$ cat src/rtl/fetch_pkg.sv
// ---------------------------------------------------------------------------
// fetch_pkg
// Shared definitions for the instruction fetch slice: datapath width, fetch
// queue depth, the fetch state encoding, the queue entry layout and the
// fetch-address legality check.
// ---------------------------------------------------------------------------
package fetch_pkg;

   localparam int XLEN             = 32;
   localparam int FETCH_FIFO_DEPTH = 2;

   typedef enum logic [0:0] {
      RUN   = 1'b0,
      FAULT = 1'b1
   } fetch_state_t;

   typedef struct packed {
      logic [XLEN-1:0] pc;
      logic [XLEN-1:0] instr;
   } fetch_entry_t;

   // A fetch address is illegal when it is not word aligned or lies at or
   // beyond the end of the instruction memory.
   function automatic logic pc_is_bad(input logic [XLEN-1:0] pc,
                                      input logic [XLEN-1:0] limit);
      return (pc[1:0] != 2'b00) || (pc >= limit);
   endfunction

endpackage

$ cat src/rtl/fetch_fifo.sv
// ---------------------------------------------------------------------------
// fetch_fifo
// Two-entry queue of {pc, instr} pairs between fetch and decode.
// Ports:
//   clk, reset    : clock, synchronous active-high reset
//   push, pop     : enqueue wr_entry / dequeue head (same cycle allowed)
//   flush         : empty the queue and rewind both pointers; wins over push/pop
//   wr_entry      : entry written on push
//   rd_entry      : current head entry
//   full, empty   : occupancy flags
// ---------------------------------------------------------------------------
module fetch_fifo
   import fetch_pkg::*;
(
   input  logic         clk,
   input  logic         reset,
   input  logic         push,
   input  logic         pop,
   input  logic         flush,
   input  fetch_entry_t wr_entry,
   output fetch_entry_t rd_entry,
   output logic         full,
   output logic         empty
);

   localparam logic [1:0] DEPTH_CNT = 2'(FETCH_FIFO_DEPTH);

   fetch_entry_t mem_r [FETCH_FIFO_DEPTH];
   logic         wr_ptr_r;
   logic         rd_ptr_r;
   logic [1:0]   count_r;
   logic         push_ok_s;
   logic         pop_ok_s;

   assign full     = (count_r == DEPTH_CNT);
   assign empty    = (count_r == 2'd0);
   assign rd_entry = mem_r[rd_ptr_r];

   // Qualify requests so a stray push into a full queue or pop from an empty
   // one can never corrupt the pointers.
   always_comb begin
      push_ok_s = 1'b0;
      pop_ok_s  = 1'b0;
      if (pop && !empty) begin
         pop_ok_s = 1'b1;
      end else begin
         pop_ok_s = 1'b0;
      end
      if (push && (!full || pop_ok_s)) begin
         push_ok_s = 1'b1;
      end else begin
         push_ok_s = 1'b0;
      end
   end

   // Pointer, occupancy and storage update.
   always_ff @(posedge clk) begin
      if (reset) begin
         wr_ptr_r <= 1'b0;
         rd_ptr_r <= 1'b0;
         count_r  <= 2'd0;
         for (int i = 0; i < FETCH_FIFO_DEPTH; i++) begin
            mem_r[i] <= '0;
         end
      end else if (flush) begin
         wr_ptr_r <= 1'b0;
         rd_ptr_r <= 1'b0;
         count_r  <= 2'd0;
      end else begin
         if (push_ok_s) begin
            mem_r[wr_ptr_r] <= wr_entry;
            wr_ptr_r        <= wr_ptr_r + 1'b1;
         end
         if (pop_ok_s) begin
            rd_ptr_r <= rd_ptr_r + 1'b1;
         end
         case ({push_ok_s, pop_ok_s})
            2'b10:   count_r <= count_r + 2'd1;
            2'b01:   count_r <= count_r - 2'd1;
            default: count_r <= count_r;
         endcase
      end
   end

endmodule

$ cat src/rtl/fetch_unit.sv
// ---------------------------------------------------------------------------
// fetch_unit
// Sequential instruction fetch from a combinational instruction memory into a
// two-entry queue feeding decode, with redirect support and a sticky fault on
// an illegal fetch address.
// Ports:
//   clk, reset          : clock, synchronous active-high reset
//   instruction_address : byte address to instruction memory (the PC)
//   instruction_data    : memory word at instruction_address, same cycle
//   redirect_valid/
//   redirect_target     : downstream request to restart fetch at a new PC
//   out_valid/out_ready : decode handshake for the queue head
//   out_instr/out_pc    : queue head instruction and its fetch address
//   fault               : sticky fetch fault, cleared only by reset
// ---------------------------------------------------------------------------
module fetch_unit
   import fetch_pkg::*;
#(
   parameter logic [31:0] RESET_PC        = 32'h0000_0000,
   parameter int          MEM_DEPTH_BYTES = 1024
)
(
   input  logic            clk,
   input  logic            reset,
   output logic [XLEN-1:0] instruction_address,
   input  logic [XLEN-1:0] instruction_data,
   input  logic            redirect_valid,
   input  logic [XLEN-1:0] redirect_target,
   output logic            out_valid,
   input  logic            out_ready,
   output logic [XLEN-1:0] out_instr,
   output logic [XLEN-1:0] out_pc,
   output logic            fault
);

   localparam logic [XLEN-1:0] MEM_LIMIT = XLEN'(MEM_DEPTH_BYTES);

   fetch_state_t    state_r;
   fetch_state_t    state_next_s;
   logic [XLEN-1:0] pc_r;
   logic [XLEN-1:0] pc_next_s;
   logic            push_s;
   logic            pop_s;
   logic            flush_s;
   logic            fifo_full_s;
   logic            fifo_empty_s;
   fetch_entry_t    wr_entry_s;
   fetch_entry_t    head_s;

   assign instruction_address = pc_r;
   assign out_valid           = (state_r == RUN) && !fifo_empty_s;
   assign out_instr           = head_s.instr;
   assign out_pc              = head_s.pc;
   assign fault               = (state_r == FAULT);
   assign pop_s               = out_valid && out_ready;
   assign wr_entry_s          = '{pc: pc_r, instr: instruction_data};

   fetch_fifo u_fifo (
      .clk      (clk),
      .reset    (reset),
      .push     (push_s),
      .pop      (pop_s),
      .flush    (flush_s),
      .wr_entry (wr_entry_s),
      .rd_entry (head_s),
      .full     (fifo_full_s),
      .empty    (fifo_empty_s)
   );

   // Next PC / state: redirect beats fetch; a fetch happens only when the
   // queue has room (counting a same-cycle pop) and the PC is legal.
   always_comb begin
      pc_next_s    = pc_r;
      state_next_s = state_r;
      push_s       = 1'b0;
      flush_s      = 1'b0;
      case (state_r)
         RUN: begin
            if (redirect_valid) begin
               flush_s   = 1'b1;
               pc_next_s = redirect_target;
            end else if (!fifo_full_s || pop_s) begin
               if (pc_is_bad(pc_r, MEM_LIMIT)) begin
                  state_next_s = FAULT;
               end else begin
                  push_s    = 1'b1;
                  pc_next_s = pc_r + 32'd4;
               end
            end else begin
               pc_next_s = pc_r;
            end
         end
         FAULT: begin
            state_next_s = FAULT;
         end
         default: begin
            state_next_s = FAULT;
         end
      endcase
   end

   // PC and state registers.
   always_ff @(posedge clk) begin
      if (reset) begin
         pc_r    <= RESET_PC;
         state_r <= RUN;
      end else begin
         pc_r    <= pc_next_s;
         state_r <= state_next_s;
      end
   end

endmodule

$ cat config.mk
export PLATFORM = sky130hd
export DESIGN_NAME = fetch_unit
export DESIGN_NICKNAME = d
export VERILOG_FILES = /design/src/rtl/fetch_pkg.sv /design/src/rtl/fetch_fifo.sv /design/src/rtl/fetch_unit.sv
export SDC_FILE = /design/constraint.sdc
export NUM_CORES = 1
export LEC_CHECK = 0
export ABC_CLOCK_PERIOD_IN_PS = 19400
export CORE_MARGIN = 3
export CORE_UTILIZATION = 55
export CTS_BUF_LIST = sky130_fd_sc_hd__clkbuf_8
export CTS_CLUSTER_DIAMETER = 100
export DETAILED_ROUTE_END_ITERATION = 6
export GPL_TIMING_DRIVEN = 0
export PLACE_DENSITY = 0.83
export SLEW_MARGIN = 20
export SYNTH_ARGS = -nofsm -noshare
export SYNTH_HDL_FRONTEND = slang
export SYNTH_SLANG_ARGS = --single-unit
$ cat constraint.sdc
create_clock -name clk -period 19.4 [get_ports clk]
set_input_delay 2.91 -clock clk [delete_from_list [all_inputs] [get_ports clk]]
set_output_delay 2.91 -clock clk [all_outputs]
set_load 0.005 [all_outputs]
==> flow_metrics.tcl, run 1 <==
set metrics [dict create \
    wl_per_cell_microns 17.3 \
    initial_core_util_pct 57.2 \
    pre_cts_slack_ns 14.02 \
    synth_area_leaders "edfxtp_1 52%, dfxtp_1 10%, mux2_2 9.8%, and2_1 7.1%, nand2_1 1.6%" \
    worstSetupPathType "reg2out" \
    numCtsBuffers 17 \
    synthTopCellsByCount "128 x edfxtp_1, 83 x and2_1, 64 x mux2_2" \
    ant_nets 0 \
    yosys.cell_count.top_type "edfxtp_1" \
    timing.fmax_mhz 182 \
    io_pins 166 \
    cp-start-kind "flip-flop" \
    cts-resized-gates 0 \
    vias 5225 \
    die_area_sq_um 14800 \
    cp.arrival_ns 2.60 \
    synth_edf_count 128 \
    maxSlewViolCount 0 \
    power_density_nw_per_um2 79.3 \
    hold_violations 0 \
    synthArstFlopShare_pct 0 \
    min_from "instruction_address[0]" \
    h-tree-depth 4 \
    cts_hold_buf 0 \
    clock_skew_ns 0.0102 \
    remaining_drc_errors 0 \
    area_growth_pct 35.6 \
    mappedNetlistArea_sq_um 7340 \
    reg2reg_from "instruction_address[14]" \
    finalCritPeriodShare_pct 28.4 \
    synth_ff_type "edfxtp_1" \
    hpwl_microns 12100 \
    drt_wl_total_microns 16800 \
    clkSinkCount 166 \
    crit_required_ns 16.49 \
    cts-root-buf "clkbuf_8" \
    seq_area_frac_synth_pct 62.8 \
    vias_per_cell 5.37 \
    insertion_delay_ns 0.45 \
    end_kind "output pin" \
    grt_max_degree 25 \
    grt-ovfl-total 0 \
    row_count 41 \
    grt_pass1_vias 5343 \
    place_congestion 0.910 \
    cts_tree "done" \
    die-width_microns 122 \
    finalSetupViolCount 0 \
    drtPass1Iterations 5 \
    holdCritPathClass "reg2reg" \
    ys_seq_elements 166 \
    layout_min_cycle_time_ns 5.51 \
    ys_warn_count 0 \
    cts_buffer_depth 2 \
    antennaDiodeCount 0 \
    core_area_sq_um 12800 \
    synth_top_area_share_pct 52.4 \
    synth.avg_cell_area_sq_um 13.3 \
    setup_slack_ns 13.89 \
    max_slew.worst_pin.slew_ns 0.974 \
    maxCapViolCount 0 \
    port_buffers 164 \
    path_clk_slew_ns 0.09 \
    fin_hold_ws_ns 0.518 \
    drive_above_1_share_pct 16.7 \
    grtUsageTotal_pct 23.4 \
    fp.dieH_microns 122 \
    synth_largest_area_cell "edfxtp_1" \
    nets 859 \
    fin_setup_tns_ns 0 \
    synth_cell_types 59 \
    fill_cells 834 \
    postSynthCellCount 552 \
    drt_iter0_markers 443 \
    leakagePower_nw 3.63 \
    postCtsSetupRepairBufs 0 \
    slew_headroom_pct 34.5 \
    outcome "completed" \
    peakVddDrop_mv 0.0559 \
    antenna_found_initial 0 \
    crit_path_max_fanout 10 \
    grt_pass1_wl_microns 26600 \
    rsz0062_at_grt "no" \
]
==> metrics by stage <==
| step | util [%] | power (mW) | area [sq um] | instances |
|---|---|---|---|---|
| after floorplan | - | 0.478 | 7510 | 599 |
| after detailed placement | 74.4 | 0.546 | 9550 | 941 |
| after CTS | 77.6 | 0.792 | 9950 | 973 |
| after global placement | 73.1 | 0.542 | 9370 | 935 |
| after global routing | 77.6 | 0.819 | 9950 | 973 |
| final | 77.6 | 0.789 | 9950 | 973 |
==> per-layer routing <==
metal	GRT usage (%)	wire length (microns)
met1	29.8	7020
met2	37.6	8220
met3	6.48	1120
met4	10.7	470
met5	0	0
==> sequential cells by signal, summed over array words and instances, names as in the netlist, named ones only <==
register,cells
instruction_address,32
u_fifo.mem_r,128
u_fifo.count_r,2
u_fifo.wr_ptr_r,1
u_fifo.rd_ptr_r,1
fault,1
==> critical path: stages, from the launching register on <==
cell and delay [ns]:
dfxtp_1 0.31, clkbuf_1 0.44, clkbuf_1 0.51, mux2_2 0.41, clkdlybuf4s50_1 0.47
==> report_power, final <==
part | leakage [nW] | internal (mW) | switching, mW
Clock | 0.193 | 0.118 | 0.133
Combinational | 1.83 | 0.0665 | 0.0519
Sequential | 1.61 | 0.406 | 0.0141
==> logic make-up (layout without fill, tap and decap cells) <==
logic type | Yosys count | in the layout | share of synthesized area [%]
and+or+nand+nor | 191 | 191 | 15.3
DFF | 166 | 166 | 62.8
AOI/OAI and AO/OA | 82 | 82 | 7.88
muxes | 65 | 65 | 9.96
buffers and inverters | 40 | 242 | 3.04
xor gates and xnor gates | 4 | 4 | 0.478
adders and majority gates | 3 | 3 | 0.512
other | 1 | 48 | 0.0511
==> area by class of cell <==
type | instances | area (sq um) | area share (%)
plain buffers | 29 | 181 | 1.82
repair buffers | 170 | 1790 | 18.0
multi-input cells | 393 | 2710 | 27.2
flip-flops and latches | 166 | 4600 | 46.3
clock inverters | 15 | 170 | 1.71
inverters | 11 | 41.3 | 0.415
clock buffers | 17 | 234 | 2.35
well taps | 172 | 215 | 2.16
==> cells in the final DEF (no fill, tap or decap), drive strengths merged, types with 2 or more instances in the layout <==
master / n
clkdlybuf4s50: 164
edfxtp: 128
and2: 83
mux2: 64
conb: 48
dfxtp: 38
nand2: 33
clkbuf: 33
nor2: 23
o21ai: 22
buf: 19
inv: 17
a21oi: 15
a22oi: 14
nand3: 9
nor4: 9
nor3: 8
o22ai: 7
nand4: 7
a32o: 4
a211oi: 4
clkinvlp: 4
nor2b: 3
xnor2: 3
or3: 3
ha: 3
nand2b: 3
and3: 3
clkinv: 3
and4: 2
o31ai: 2
nor3b: 2
o211a: 2
bufinv: 2
==> path summary, 6_finish.rpt <==
kind,end,slack (ns),depth (start not counted)
min,instruction_address[0],0.52,2
max reg2reg,u_fifo.mem_r[1][58],16.73,7
max,out_instr[21],13.89,4
min reg2reg,instruction_address[0],0.52,2
No activity file was read; power rests on OpenSTA's default activity.
==> inputs of run 2 (changes only) <==
Settings changed: ABC_CLOCK_PERIOD_IN_PS 19400 to 4610, CORE_UTILIZATION 55 to 47, PLACE_DENSITY 0.83 to 0.75.
Clock period 19.4 ns to 4.61 ns, I/O delays scaled along.
==> flow_metrics.tcl, run 2 (synthesis results as in run 1) <==
set metrics [dict create \
    outcome "completed" \
    r2r_cells 7 \
    die-width_microns 131 \
    ant_nets 0 \
    path_buf_inv 3 \
    multi_input_comb_area_sq_um 2710 \
    crit_chain "clkbuf_1 > clkbuf_1 > mux2_2 > clkdlybuf4s50_1" \
    cp-start-kind "flip-flop" \
    p_switching_mw 0.801 \
    numCtsBuffers 17 \
    regMostFlops "u_fifo.mem_r" \
    insertion_delay_ns 0.45 \
    seq_area_sq_um 4600 \
    maxSlewViolCount 0 \
    cts-resized-gates 0 \
    final_common_cell "clkdlybuf4s50_1" \
    clockPowerShare_pct 31.6 \
    cts_tree "done" \
    grt-ovfl-total 0 \
    finalSetupViolCount 0 \
    finalCritPeriodShare_pct 70.0 \
    hold_violations 0 \
    crit_path_max_fanout 10 \
    largest_reg_flops 128 \
    leakagePower_nw 3.65 \
    hpwl_microns 12200 \
    peakVddDrop_mv 0.179 \
    fin_util_pct 65.5 \
    antenna_found_initial 0 \
    place_congestion 0.884 \
    cp.arrival_ns 2.54 \
    crit_top_cell "clkbuf_1" \
    path_depth 4 \
    maxCapViolCount 0 \
    grt_max_degree 22 \
    slowest_delay_ns 0.51 \
    stdcell_count 1012 \
    initial_core_util_pct 48.1 \
    io_pins 166 \
    rrSetupSlack_ns 1.84 \
    pwr-share-seq_pct 53.2 \
    max_slew.worst_pin.slew_ns 0.868 \
    rsz0062_at_grt "no" \
    cts-root-buf "clkbuf_8" \
    use_met2_pct 33.7 \
    nets 859 \
    intPower_mw 2.52 \
    worstSetupPathType "reg2out" \
    met3_usage_pct 5.65 \
    cp_top_family "buffers and inverters" \
    holdCritPathClass "reg2reg" \
    end_kind "output pin" \
    fp.dieH_microns 131 \
    wl_per_cell_microns 17.0 \
    critPathSlowestCell "clkbuf_1" \
    p_sw_share_pct 24.1 \
    cts_buffer_depth 2 \
    layout_min_cycle_time_ns 3.23 \
    dp_cells 980 \
    min_from "instruction_address[0]" \
    fin_hold_ws_ns 0.520 \
    power_density_nw_per_um2 332 \
    mostFrequentLayoutCells "164 x clkdlybuf4s50_1, 128 x edfxtp_1, 83 x and2_1" \
    cts_hold_buf 0 \
    fill_cells 1155 \
    pre_cts_slack_ns 1.35 \
    postCtsSetupRepairBufs 0 \
    r2r-end "u_fifo.mem_r[1][53]" \
    clkSinkCount 166 \
    top_usage_layer "met2" \
    grt_pass1_vias 5267 \
    grtUsageTotal_pct 20.3 \
    core_area_sq_um 15300 \
    vias_per_cell 5.13 \
    grt_util_met1_pct 25.5 \
    cp-endpoint "out_instr[27]" \
    area_growth_pct 36.3 \
    row_count 45 \
    die_area_sq_um 17100 \
    antennaDiodeCount 0 \
    drtPass1Iterations 5 \
    slew_headroom_pct 41.6 \
    setup_slack_ns 1.38 \
    crit_required_ns 3.92 \
    drive_above_1_share_pct 16.0 \
    port_buffers 164 \
    timing.fmax_mhz 310 \
    h-tree-depth 4 \
    clock_skew_ns 0.0100 \
    reg2reg_from "instruction_address[12]" \
    path_clk_slew_ns 0.08 \
    drt_iter0_markers 293 \
    vias 5195 \
    grt_pass1_wl_microns 26700 \
    drt_wl_total_microns 17200 \
    p_comb_share_pct 15.2 \
    remaining_drc_errors 0 \
]
run 2: cell types whose count changed in the layout (fill, tap and decap cells not counted), sizes merged:
cell,previous run,this run
clkinvlp,4,1
clkinv,3,5
bufinv,2,3
run 2: worst min-delay path, cell delays in order, from the launching register on:
cell and delay [ns]:
dfxtp_1 0.35, nand2_1 0.07, a21oi_1 0.06
run 2: power groups by stage:
stage / clock [mW] / combinational (mW) / sequential, mW
final: 1.05 / 0.504 / 1.77
after CTS: 1.07 / 0.507 / 1.77
after global routing: 1.13 / 0.547 / 1.78
after global placement: 0 / 0.470 / 1.81
after floorplan: 0 / 0.215 / 1.79
after detailed placement: 0 / 0.503 / 1.80
run 2: how the worst min path moves through the flow:
stage,end,cells after the start
finish,instruction_address[0],2
global route,instruction_address[1],2
CTS,instruction_address[1],2
detailed placement,instruction_address[1],2
global placement,u_fifo.count_r[1],2
floorplan,instruction_address[1],2
run 2: per-layer routing:
| layer | share of wire (%) | vias to the layer above | wire (microns) |
|---|---|---|---|
| met5 | 0 | - | 0 |
| met4 | 1.4 | 0 | 236 |
| met3 | 7.2 | 19 | 1230 |
| met2 | 50 | 201 | 8640 |
| met1 | 41 | 2498 | 7110 |
| li1 | - | 2477 | - |
run 2: layout make-up:
class / count / share of cell area, %
sequential: 166 / 46.0
clock inverter: 15 / 1.60
tap: 211 / 2.64
multi-input combinational: 393 / 27.1
clock buffer: 17 / 2.34
buffer: 29 / 1.81
timing repair buffer: 170 / 18.1
inverter: 11 / 0.413
run 2: through the flow:
stage / area [sq um] / setup TNS, ns / power [mW]
6_report: 10000 / 0 / 3.32
5_1_grt: 10000 / 0 / 3.45
4_1_cts: 10000 / 0 / 3.34
3_5_place_dp: 9610 / 0 / 2.31
3_3_place_gp: 9420 / -289.37 / 2.28
2_1_floorplan: 7510 / -10.91 / 2.01
==> inputs of run 3 (changes only) <==
Settings changed: ABC_CLOCK_PERIOD_IN_PS 4610 to 2900.
Clock period 4.61 ns to 2.9 ns, I/O delays scaled along.
==> flow_metrics.tcl, run 3 (synthesis results as in run 1) <==
set metrics [dict create \
    outcome "completed" \
    insertion_delay_ns 0.45 \
    peakVddDrop_mv 0.268 \
    drt_iter0_markers 304 \
    final_common_cell "clkdlybuf4s50_1" \
    remaining_drc_errors 0 \
    finalCritPeriodShare_pct 93.2 \
    hold_depth 2 \
    cp-start-kind "flip-flop" \
    finalSetupViolCount 0 \
    critPathSlowestCell "dfxtp_1" \
    dp_cells 980 \
    grt_pass1_vias 5378 \
    clock_skew_ns 0.0137 \
    port_buffers 164 \
    wl_per_cell_microns 17.1 \
    leakagePower_nw 3.64 \
    power_density_nw_per_um2 516 \
    timing.fmax_mhz 370 \
    nets 858 \
    holdCritPathClass "reg2reg" \
    r2r_cells 7 \
    cts_hold_buf 0 \
    slew_headroom_pct 37.8 \
    antennaDiodeCount 0 \
    h-tree-depth 4 \
    die-width_microns 131 \
    slowest_delay_ns 0.60 \
    numCtsBuffers 17 \
    drtPass1Iterations 4 \
    regMostFlops "u_fifo.mem_r" \
    drt_wl_total_microns 17300 \
    die_area_sq_um 17100 \
    cp.arrival_ns 2.27 \
    place_congestion 0.888 \
    path_clk_slew_ns 0.08 \
    core_area_sq_um 15300 \
    io_pins 166 \
    antenna_found_initial 0 \
    cts-root-buf "clkbuf_8" \
    total_power_mw 5.15 \
    cts_buffer_depth 2 \
    vias_per_cell 5.19 \
    worstSetupPathType "reg2out" \
    clkSinkCount 166 \
    row_count 45 \
    hpwl_microns 12400 \
    initial_core_util_pct 48.1 \
    crit_path_max_fanout 10 \
    postCtsSetupRepairBufs 0 \
    drive_above_1_share_pct 17.0 \
    grt_pass1_wl_microns 26900 \
    largest_reg_flops 128 \
    maxCapViolCount 0 \
    maxSlewViolCount 0 \
    ant_nets 0 \
    end_kind "output pin" \
    cts-resized-gates 5 \
    crit_chain "clkbuf_2 > mux2_2 > clkdlybuf4s50_1" \
    path_buf_inv 2 \
    grt-ovfl-total 0 \
    fill_cells 1197 \
    path_depth 3 \
    fin_hold_ws_ns 0.520 \
    fp.dieH_microns 131 \
    area_growth_pct 35.9 \
    hold_violations 0 \
    grtUsageTotal_pct 20.4 \
    cts_tree "done" \
    layout_min_cycle_time_ns 2.70 \
    max_slew.worst_pin.slew_ns 0.925 \
    stdcell_count 1011 \
    vias 5243 \
    grt_max_degree 25 \
    fin_setup_tns_ns 0 \
    mostFrequentLayoutCells "164 x clkdlybuf4s50_1, 128 x edfxtp_1, 83 x and2_1" \
    cp_top_family "buffers and inverters" \
    crit_required_ns 2.47 \
    setup_slack_ns 0.198 \
    pre_cts_slack_ns -0.0458 \
    rsz0062_at_grt "no" \
]
## run 3: changes by cell type in the layout (fill, tap and decap cells not counted), sizes merged
| cell | before | now |
|---|---|---|
| clkinvlp | 1 | 3 |
| clkinv | 5 | 6 |
| inv | 17 | 16 |
| bufinv | 3 | 1 |
| clkbuf | 33 | 32 |
## run 3: worst reg2reg max path: cells and delay by family, from the launching register on
| kind | cells | cell delay (ns) |
|---|---|---|
| and+or+nand+nor | 3 | 0.94 |
| AOI/OAI and AO/OA | 1 | 0.45 |
| buffers and inverters | 3 | 0.58 |
| DFF | 1 | 0.41 |
## run 3: where the power goes
part	internal [mW]	switching, mW
clock	0.683	0.854
combinational	0.449	0.350
sequential	2.72	0.0956
## run 3: final cells by class
| type | instances | area, sq um | share of cell area [%] |
|---|---|---|---|
| buffer | 28 | 185 | 1.86 |
| clock buffer | 17 | 234 | 2.35 |
| clock inverter | 15 | 128 | 1.28 |
| inverter | 11 | 41.3 | 0.414 |
| multi-input combinational | 393 | 2710 | 27.2 |
| timing repair buffer | 170 | 1810 | 18.1 |
| tap | 211 | 264 | 2.65 |
| sequential | 166 | 4600 | 46.2 |
## run 3: per-stage QoR
stage	instance area, sq um	util, %
6_report	9970	65.4
5_1_grt	9970	65.4
4_1_cts	9970	65.3
3_5_place_dp	9610	63.0
3_3_place_gp	9430	61.8
2_1_floorplan	7520	-
## run 3: per-layer routing
| metal | vias to the layer above | global-route usage [%] | wire, microns |
|---|---|---|---|
| met5 | - | 0 | 0 |
| met4 | 0 | 7.68 | 343 |
| met3 | 34 | 5.16 | 1220 |
| met2 | 217 | 33.7 | 8560 |
| met1 | 2533 | 25.9 | 7180 |
| li1 | 2459 | - | - |
## run 3: final timing paths
check / start / end / slack [ns]
min: u_fifo.rd_ptr_r / flip-flop / 0.52
min reg2reg: u_fifo.rd_ptr_r / flip-flop / 0.52
max reg2reg: instruction_address[10] / u_fifo.mem_r[1][33] / 0.24
max: flip-flop / out_pc[0] / 0.20
==> RTL change: new RTL, flow settings as in run 2 <==
Make the reset (`reset`) asynchronous in 2 clocked blocks. Comments in the files are not updated.
--- a/src/rtl/fetch_fifo.sv
+++ b/src/rtl/fetch_fifo.sv
@@ -55,5 +55,5 @@
 
    // Pointer, occupancy and storage update.
-   always_ff @(posedge clk) begin
+   always_ff @(posedge clk or posedge reset) begin
       if (reset) begin
          wr_ptr_r <= 1'b0;
--- a/src/rtl/fetch_unit.sv
+++ b/src/rtl/fetch_unit.sv
@@ -101,5 +101,5 @@
 
    // PC and state registers.
-   always_ff @(posedge clk) begin
+   always_ff @(posedge clk or posedge reset) begin
       if (reset) begin
          pc_r    <= RESET_PC;
Function: differs if reset is asserted again (counterexample within 4 cycles, from zero or initial values and one cycle with reset high); with reset held inactive, the same outputs for 4 cycles.
==> RTL change against run 2 <==
  * Count of clock-buffer cells in the layout did not move
  * Cell area fell by 0.78%
  * Sequential cell count fell by 1
  * Global-route usage barely moved
  * Clock skew barely moved
  * Area after synthesis rose by 1.2%
  * Maximum frequency fell by 7.5%
  * Worst setup slack got worse by 0.26 ns
  * Wire length fell by 1.2%
  * Largest cell class unchanged
Power is not compared: it rests on default switching activity, and its combinational part moved more than twofold at a synthesized area within 25%.
==> RTL change: results (changes against run 2) <==
The run gives 0.01009 ns (was 0.01005 ns) as the worst clock skew on the final layout. The number of placed cells counting well taps was 951 (was 980); the count of input and output buffers was 165 (was 164). The post-detailed-placement cell area was 9460 µm² (was 9607 µm²).

Fraction of final layout cells sized beyond drive strength 1: 20.85% (was 15.98%). Endpoint of the worst setup timing path: out_pc[9] (was out_instr[27]). The run gives 570 (was 552) as the synthesized instance count. The run gives 0.8105 (was 0.8837) as the weighted congestion at the end of routability-driven global placement. The flow ran to the end, and the final reports show no timing, DRC or antenna violations.

For the placement-stage worst setup slack, the log shows 1.567 ns (was 1.348 ns). The run gives 55.60% (was 62.76%) as the sequential-to-total area share from yosys stat. The largest stage delay on the critical path was 0.58 ns (was 0.51 ns); the hold slack was 0.4844 ns (was 0.5203 ns). The logs give 37 (was 22) for the largest net degree at the start of global routing and 1.123 ns (was 1.383 ns) for the smallest setup slack after layout. The run gives 368 (was 393) as the number of combinational gates with multiple inputs. The run gives 17020 µm (was 17220 µm) as the final wirelength. The tools report the number of flip-flops and latches as 165 (was 166).

Prevailing post-synth register cell: dfrtp_1 (was edfxtp_1). The placed wire-length estimate after detailed placement was 12210 µm (was 12230 µm). The number of instances on the worst hold path was 1 (was 2). Most common library cells after synthesis: dfrtp_1, mux2_2, nand2_1 (was edfxtp_1, and2_1, mux2_2). The buffer count excluding the clock tree in the final layout came out at 202 (was 199).

For the register area, the log shows 4129 µm² (was 4604 µm²). For the count of nets after finishing, the log shows 829 (was 859). The share of the final layout cell area in multi-input gates is 31.07% (was 27.09%). The origin of the worst min-delay path was u_fifo.mem_r[90] (was instruction_address[0]).

Endpoint of the worst-slack reg-to-reg timing path: u_fifo.mem_r[81] (was u_fifo.mem_r[1][53]). The tools report the worst hold path endpoint as u_fifo.mem_r[90] (was instruction_address[0]). The tools report the number of iterations in the first detailed-routing pass as 4 (was 5). The non-clock buffering overhead in the final layout was 19.77% (was 19.88%); the number of DRC markers after the initial detailed-route iteration was 185 (was 293). The share of synthesized flip-flops with an asynchronous set or reset is 100.0% (was 0%).

Global-route wire length before repair: 28430 µm (was 26670 µm). The number of inserted filler cells in the final layout is 1151 (was 1155), and the clock tree cell share of total cell area is 4.665% (was 3.941%).
## RTL change: changes by cell type in the layout (fill, tap and decap cells not counted), sizes merged, moves of 38 or more
cell	before	now
and2	83	29
conb	48	0
dfxtp	38	0
mux2	64	144
dfrtp	0	165
edfxtp	128	0
## RTL change: worst max-delay path: cells and delay by family, from the launching register on
family	cells	cell delay, ns
buffers and inverters	3	1.53
muxes	1	0.41
DFF	1	0.41
## RTL change: layer usage
metal	GRT usage [%]	vias to the layer above	share of wire, %
met2	31.95	175	47
met4	5.659	0	1.2
met1	26.98	2491	45
met5	0	-	0
li1	-	2354	-
met3	6.623	17	7.1
## RTL change: kinds of logic after synthesis
kind of cell | Yosys count | synth area share [%]
AOI/OAI and AO/OA | 43 | 4.044
and+or+nand+nor | 176 | 13.09
adders and majority gates | 2 | 0.3369
xor gates and xnor gates | 1 | 0.1180
buffers and inverters | 37 | 2.881
muxes | 146 | 23.93
DFF | 165 | 55.60
